<file path="src/rtl/rr_mux_pkg.sv">
// Shared definitions for the stream-mux family: mode encodings and the
// index-width helper used to size channel index fields.
package rr_mux_pkg;

    localparam logic MODE_FIXED = 1'b0;
    localparam logic MODE_RR    = 1'b1;

    // Smallest width that can index n entries; never less than one bit.
    function automatic int idx_width(input int n);
        int w;
        w = 1;
        while ((1 << w) < n) w = w + 1;
        return w;
    endfunction

endpackage

</file>
<file path="src/rtl/rr_arbiter.sv">
// Combinational rotate-priority encoder: grants the first requester found
// scanning from ptr upward with wrap-around.
module rr_arbiter
    import rr_mux_pkg::*;
#(
    parameter int N_CH = 4,
    localparam int SEL_W = idx_width(N_CH)
) (
    input  logic [N_CH-1:0]  req,
    input  logic [SEL_W-1:0] ptr,
    input  logic             en,
    output logic             gnt_vld,
    output logic [SEL_W-1:0] gnt_idx
);

    // Scan offsets from farthest to nearest so the nearest requester wins.
    always_comb begin
        int j;
        gnt_vld = 1'b0;
        gnt_idx = '0;
        j       = 0;
        for (int i = N_CH - 1; i >= 0; i--) begin
            j       = (int'(ptr) + i) % N_CH;
            gnt_vld = (en && req[SEL_W'(j)]) ? 1'b1 : gnt_vld;
            gnt_idx = (en && req[SEL_W'(j)]) ? SEL_W'(j) : gnt_idx;
        end
    end

endmodule

</file>
<file path="src/rtl/rr_stream_mux.sv">
// N-channel valid/ready stream multiplexer with a registered single-entry
// output stage and a runtime choice of fixed select or round-robin.
module rr_stream_mux
    import rr_mux_pkg::*;
#(
    parameter int N_CH  = 4,
    parameter int W     = 8,
    parameter int SEL_W = idx_width(N_CH)
) (
    input  logic              clk,
    input  logic              rst_n,
    input  logic [N_CH*W-1:0] in_data,
    input  logic [N_CH-1:0]   in_valid,
    output logic [N_CH-1:0]   in_ready,
    input  logic              mode,
    input  logic [SEL_W-1:0]  sel,
    output logic [W-1:0]      out_data,
    output logic              out_valid,
    output logic [SEL_W-1:0]  out_ch,
    input  logic              out_ready
);

    logic [SEL_W-1:0] ptr_q, ptr_d;
    logic [W-1:0]     out_data_q, out_data_d;
    logic             out_valid_q, out_valid_d;
    logic [SEL_W-1:0] out_ch_q, out_ch_d;

    logic             rr_vld_s;
    logic [SEL_W-1:0] rr_idx_s;
    logic             gnt_vld_s;
    logic [SEL_W-1:0] gnt_idx_s;
    logic             can_load_s;
    logic             in_xfer_s;
    logic [W-1:0]     chan_s [N_CH];

    for (genvar k = 0; k < N_CH; k++) begin : g_chan
        assign chan_s[k] = in_data[k*W +: W];
    end

    rr_arbiter #(.N_CH(N_CH)) u_arb (
        .req     (in_valid),
        .ptr     (ptr_q),
        .en      (mode == MODE_RR),
        .gnt_vld (rr_vld_s),
        .gnt_idx (rr_idx_s)
    );

    // Grant selection: arbiter result in round-robin, software select otherwise.
    always_comb begin
        gnt_vld_s = 1'b0;
        gnt_idx_s = '0;
        if (mode == MODE_RR) begin
            gnt_vld_s = rr_vld_s;
            gnt_idx_s = rr_idx_s;
        end else if (int'(sel) < N_CH) begin
            gnt_vld_s = in_valid[sel];
            gnt_idx_s = sel;
        end else begin
            gnt_vld_s = 1'b0;
            gnt_idx_s = '0;
        end
    end

    // rst_n gates the handshake so nothing is accepted while reset is held.
    assign can_load_s = !out_valid_q || out_ready;
    assign in_xfer_s  = rst_n && can_load_s && gnt_vld_s;

    // One-hot accept towards the granted producer only.
    always_comb begin
        in_ready = '0;
        if (in_xfer_s) begin
            in_ready[gnt_idx_s] = 1'b1;
        end else begin
            in_ready = '0;
        end
    end

    // Output register and pointer next-state.
    always_comb begin
        out_data_d  = out_data_q;
        out_ch_d    = out_ch_q;
        out_valid_d = out_valid_q;
        ptr_d       = ptr_q;
        if (in_xfer_s) begin
            out_data_d  = chan_s[gnt_idx_s];
            out_ch_d    = gnt_idx_s;
            out_valid_d = 1'b1;
            if (mode == MODE_RR) begin
                ptr_d = (gnt_idx_s == SEL_W'(N_CH - 1)) ? '0 : gnt_idx_s + SEL_W'(1);
            end else begin
                ptr_d = ptr_q;
            end
        end else if (out_valid_q && out_ready) begin
            out_valid_d = 1'b0;
        end else begin
            out_valid_d = out_valid_q;
        end
    end

    // State registers; reset discards any held beat and rewinds the pointer.
    always_ff @(posedge clk or negedge rst_n) begin
        if (!rst_n) begin
            out_data_q  <= '0;
            out_ch_q    <= '0;
            out_valid_q <= 1'b0;
            ptr_q       <= '0;
        end else begin
            out_data_q  <= out_data_d;
            out_ch_q    <= out_ch_d;
            out_valid_q <= out_valid_d;
            ptr_q       <= ptr_d;
        end
    end

    assign out_data  = out_data_q;
    assign out_ch    = out_ch_q;
    assign out_valid = out_valid_q;

endmodule

</file>
<file path="config.mk">
export PLATFORM = sky130hd
export DESIGN_NAME = rr_stream_mux
export DESIGN_NICKNAME = d
export VERILOG_FILES = /design/src/rtl/rr_mux_pkg.sv /design/src/rtl/rr_arbiter.sv /design/src/rtl/rr_stream_mux.sv
export SDC_FILE = /design/constraint.sdc
export NUM_CORES = 1
export LEC_CHECK = 0
export CAP_MARGIN = 20
export CORE_ASPECT_RATIO = 0.7
export CORE_MARGIN = 2
export CORE_UTILIZATION = 39
export DETAILED_ROUTE_END_ITERATION = 10
export GPL_ROUTABILITY_DRIVEN = 0
export MAX_ROUTING_LAYER = met4
export PLACE_DENSITY = 0.8
export SLEW_MARGIN = 40
export SYNTH_ARGS = -nofsm -noshare
export SYNTH_HDL_FRONTEND = slang
export SYNTH_HIERARCHICAL = 1
export SYNTH_SLANG_ARGS = --single-unit
</file>
<file path="constraint.sdc">
create_clock -name clk -period 2.9 [get_ports clk]
set_clock_uncertainty 0.2 [all_clocks]
set_input_delay 0.435 -clock clk [delete_from_list [all_inputs] [get_ports clk]]
set_output_delay 0.435 -clock clk [all_outputs]
set_load 0.02 [all_outputs]
</file>
==> impl_metrics.json <==
{
  "timing.final.max_slew_violations": 0,
  "r2r-end": "out_data[4]$_DFFE_PN0P_",
  "cts.reportedPaths.clkPinSlew_ps": 60,
  "area_growth_pct": 74.2,
  "cts_max_level": 1,
  "crit_required_ps": 2270,
  "yosys-top-cells-area": "dfrtp_1, mux2i_1, mux2_2",
  "wl_um": 2990,
  "drt-initial-drc-count": 46,
  "hold_path_depth": 1,
  "max-slew-margin-rel_pct": 80.8,
  "synthArstFlopShare_pct": 100,
  "setup_tns_ps": 0,
  "placed_area_mm2": 0.00176,
  "path_max_fanout": 5,
  "dr.pass1.iters": 3,
  "max_freq_mhz": 359,
  "worstSkewPairLatency_ps": 250,
  "reg2reg_from": "ptr_q[1]$_DFFE_PN0P_",
  "synth_cell_types": 25,
  "synth_flop_cell": "dfrtp_1",
  "mostFrequentLayoutCells": "clkdlybuf4s50_1, mux2i_1, buf_4, dfrtp_1, mux2_2",
  "power_switching_uw": 316,
  "port_buffers": 56,
  "synth_edf_count": 0,
  "grt-ovfl-total": 0,
  "final_common_cell": "clkdlybuf4s50_1",
  "path_cells": "clkdlybuf4s50_1 -> a21oi_1 -> a211oi_2 -> a21oi_2 -> buf_4 -> ha_1 -> and2_1 -> clkdlybuf4s15_2",
  "swShare_pct": 33.7,
  "synth-warning-count": 6,
  "hold_start": "out_data[5]$_DFFE_PN0P_",
  "grt_pass1_vias": 984,
  "setup_viol": 0,
  "antenna_found_initial": 0,
  "netlist.area_leader.share_pct": 30.9,
  "hold_end": "out_data[5]$_DFFE_PN0P_",
  "num_antenna_cells": 0,
  "core_mm2": 0.00251,
  "grt_pass1_wl_um": 4530,
  "hold_class": "register to register",
  "viasPerCell": 4.86,
  "power_density_mw_per_mm2": 510,
  "pwr-share-comb_pct": 51.5,
  "seq_power_share_pct": 30.4,
  "boundaryPins": 57,
  "drc_errors": 0,
  "die_w_um": 66.1,
  "postSynthAreaPerCell_um2": 11.3,
  "crit_start": "in_valid[1]",
  "clockRootBuffer": "clkbuf_8",
  "nFillCells": 195,
  "stdcell_area_mm2": 0.00184,
  "rows": 15,
  "pwr-share-clk_pct": 18.1,
  "clock-sinks": 13,
  "dp_hpwl_um": 2400,
  "drive_gt1_share_pct": 28.7,
  "ys_seq_area_share_pct": 30.9,
  "cts_tree": "done",
  "cts_buffer_depth": 2,
  "drv_cap": 0,
  "synthCells": 93,
  "grt_usage_pct": 20.6,
  "die-height_um": 47.5,
  "hold_viol": 0,
  "hold_buffers": 0,
  "slowest_delay_ps": 570,
  "startpoint_type": "primary input",
  "numCtsBuffers": 3,
  "routedWlPerCell_um": 14.6,
  "period_needed_ps": 2790,
  "status": "completed",
  "max_slew.worst_pin.slew_ps": 283,
  "cp.arrival_ps": 2150,
  "initial_core_util_pct": 41.9,
  "vias": 997,
  "peakVddDrop_v": 0.000377,
  "p_leak_uw": 0.000913,
  "final_nets": 218,
  "crit_slowest_cell": "clkdlybuf4s50_1",
  "crit_type": "primary input to output port",
  "crit_path_end_kind": "output port",
  "synth_top_area_cell": "dfrtp_1",
  "r2r_setup_slack_ps": 470,
  "syn_area_mm2": 0.00105,
  "die_area_mm2": 0.00314,
  "synth_seq_cells": 13,
  "period_share_pct": 96.1,
  "r2r_cells": 10,
  "syn_nets": 139,
  "p_int_uw": 620,
  "grt_max_degree": 15,
  "postRouteAntennaNets": 0,
  "grt_setup_unrepaired": "no"
}
-- routing by layer --
| layer | GRT usage, % | part of all wire (%) | vias to the layer above |
|---|---|---|---|
| met1 | 26.5 | 46 | 466 |
| met3 | 4.24 | 4.9 | 4 |
| met2 | 32.2 | 48 | 33 |
| met5 | - | 0 | - |
| met4 | 8.98 | 1.4 | 0 |
| li1 | - | - | 494 |
-- cell usage after synthesis (3+ instances only) --
| library cell | count |
|---|---|
| a21o_1 | 3 |
| buf_6 | 3 |
| mux2_2 | 7 |
| nand2_1 | 5 |
| mux2i_1 | 26 |
| inv_1 | 3 |
| ha_1 | 4 |
| mux2_4 | 5 |
| a21oi_1 | 4 |
| and2_1 | 4 |
| dfrtp_1 | 13 |
| nand2b_1 | 3 |
-- worst max-delay path: cells and delay by family --
kind,cells,cell delay [ps]
simple gates,1,130
fa+ha+maj,1,180
compound gates,3,420
buf+inv,3,980
-- per-stage QoR --
stage / hold slack (ps) / setup WS, ps / util, % / std cells / total power (uW)
after detailed placement: 293 / -338 / 70.0 / 198 / 762
after CTS: 312 / 16.7 / 72.5 / 204 / 941
after global routing: 331 / 6.53 / 73.0 / 205 / 990
after global placement: 288 / -291 / 70.0 / 198 / 752
after floorplan: -60.6 / 593 / - / 93 / 530
final: 308 / 112 / 73.0 / 205 / 936
-- timing repair --
item | 4_1_cts | 5_1_grt
resized for setup | 15 | 7
endpoints found under the setup margin | 4 | 4
setup buffers | 2 | 1
pin swaps | 1 | 2
hold endpoints to repair | 0 | 0
-- worst max path at each step --
| stage | endpoint | slack (ps) | cells past startpoint |
|---|---|---|---|
| 2_1_floorplan | in_ready[3] | 590 | 9 |
| 3_3_place_gp | in_ready[1] | -290 | 9 |
| 3_5_place_dp | in_ready[3] | -340 | 9 |
| 4_1_cts | in_ready[3] | 20 | 7 |
| 5_1_grt | in_ready[0] | 7 | 8 |
| 6_report | in_ready[2] | 110 | 8 |
-- sequential cells by signal, summed over array words and instances (netlist names) --
register   flops
out_data       8
out_ch         2
ptr_q          2
out_valid      1
-- power groups by stage --
stage | sequential, uW | clock [uW] | combinational, uW
2_1_floorplan | 343 | 0 | 187
4_1_cts | 285 | 173 | 483
5_1_grt | 294 | 183 | 513
3_3_place_gp | 284 | 0 | 468
3_5_place_dp | 286 | 0 | 476
6_report | 284 | 170 | 482
-- cell type report --
class	instances	area (um^2)	area share (%)
Inverter	3	11.3	0.613
Multi-Input combinational cell	73	687	37.4
Timing Repair Buffer	78	724	39.5
Clock buffer	4	45.0	2.45
Tap cell	34	42.5	2.32
Sequential cell	13	325	17.7
-- logic make-up after synthesis --
logic type,after synthesis,synth area share [%]
muxes,38,39.3
buffers and inverters,7,4.99
adders and majority gates,4,4.75
and+or+nand+nor,17,9.38
DFF,13,30.9
AOI/OAI and AO/OA,14,10.7
Power figures use the tool's default switching activity.
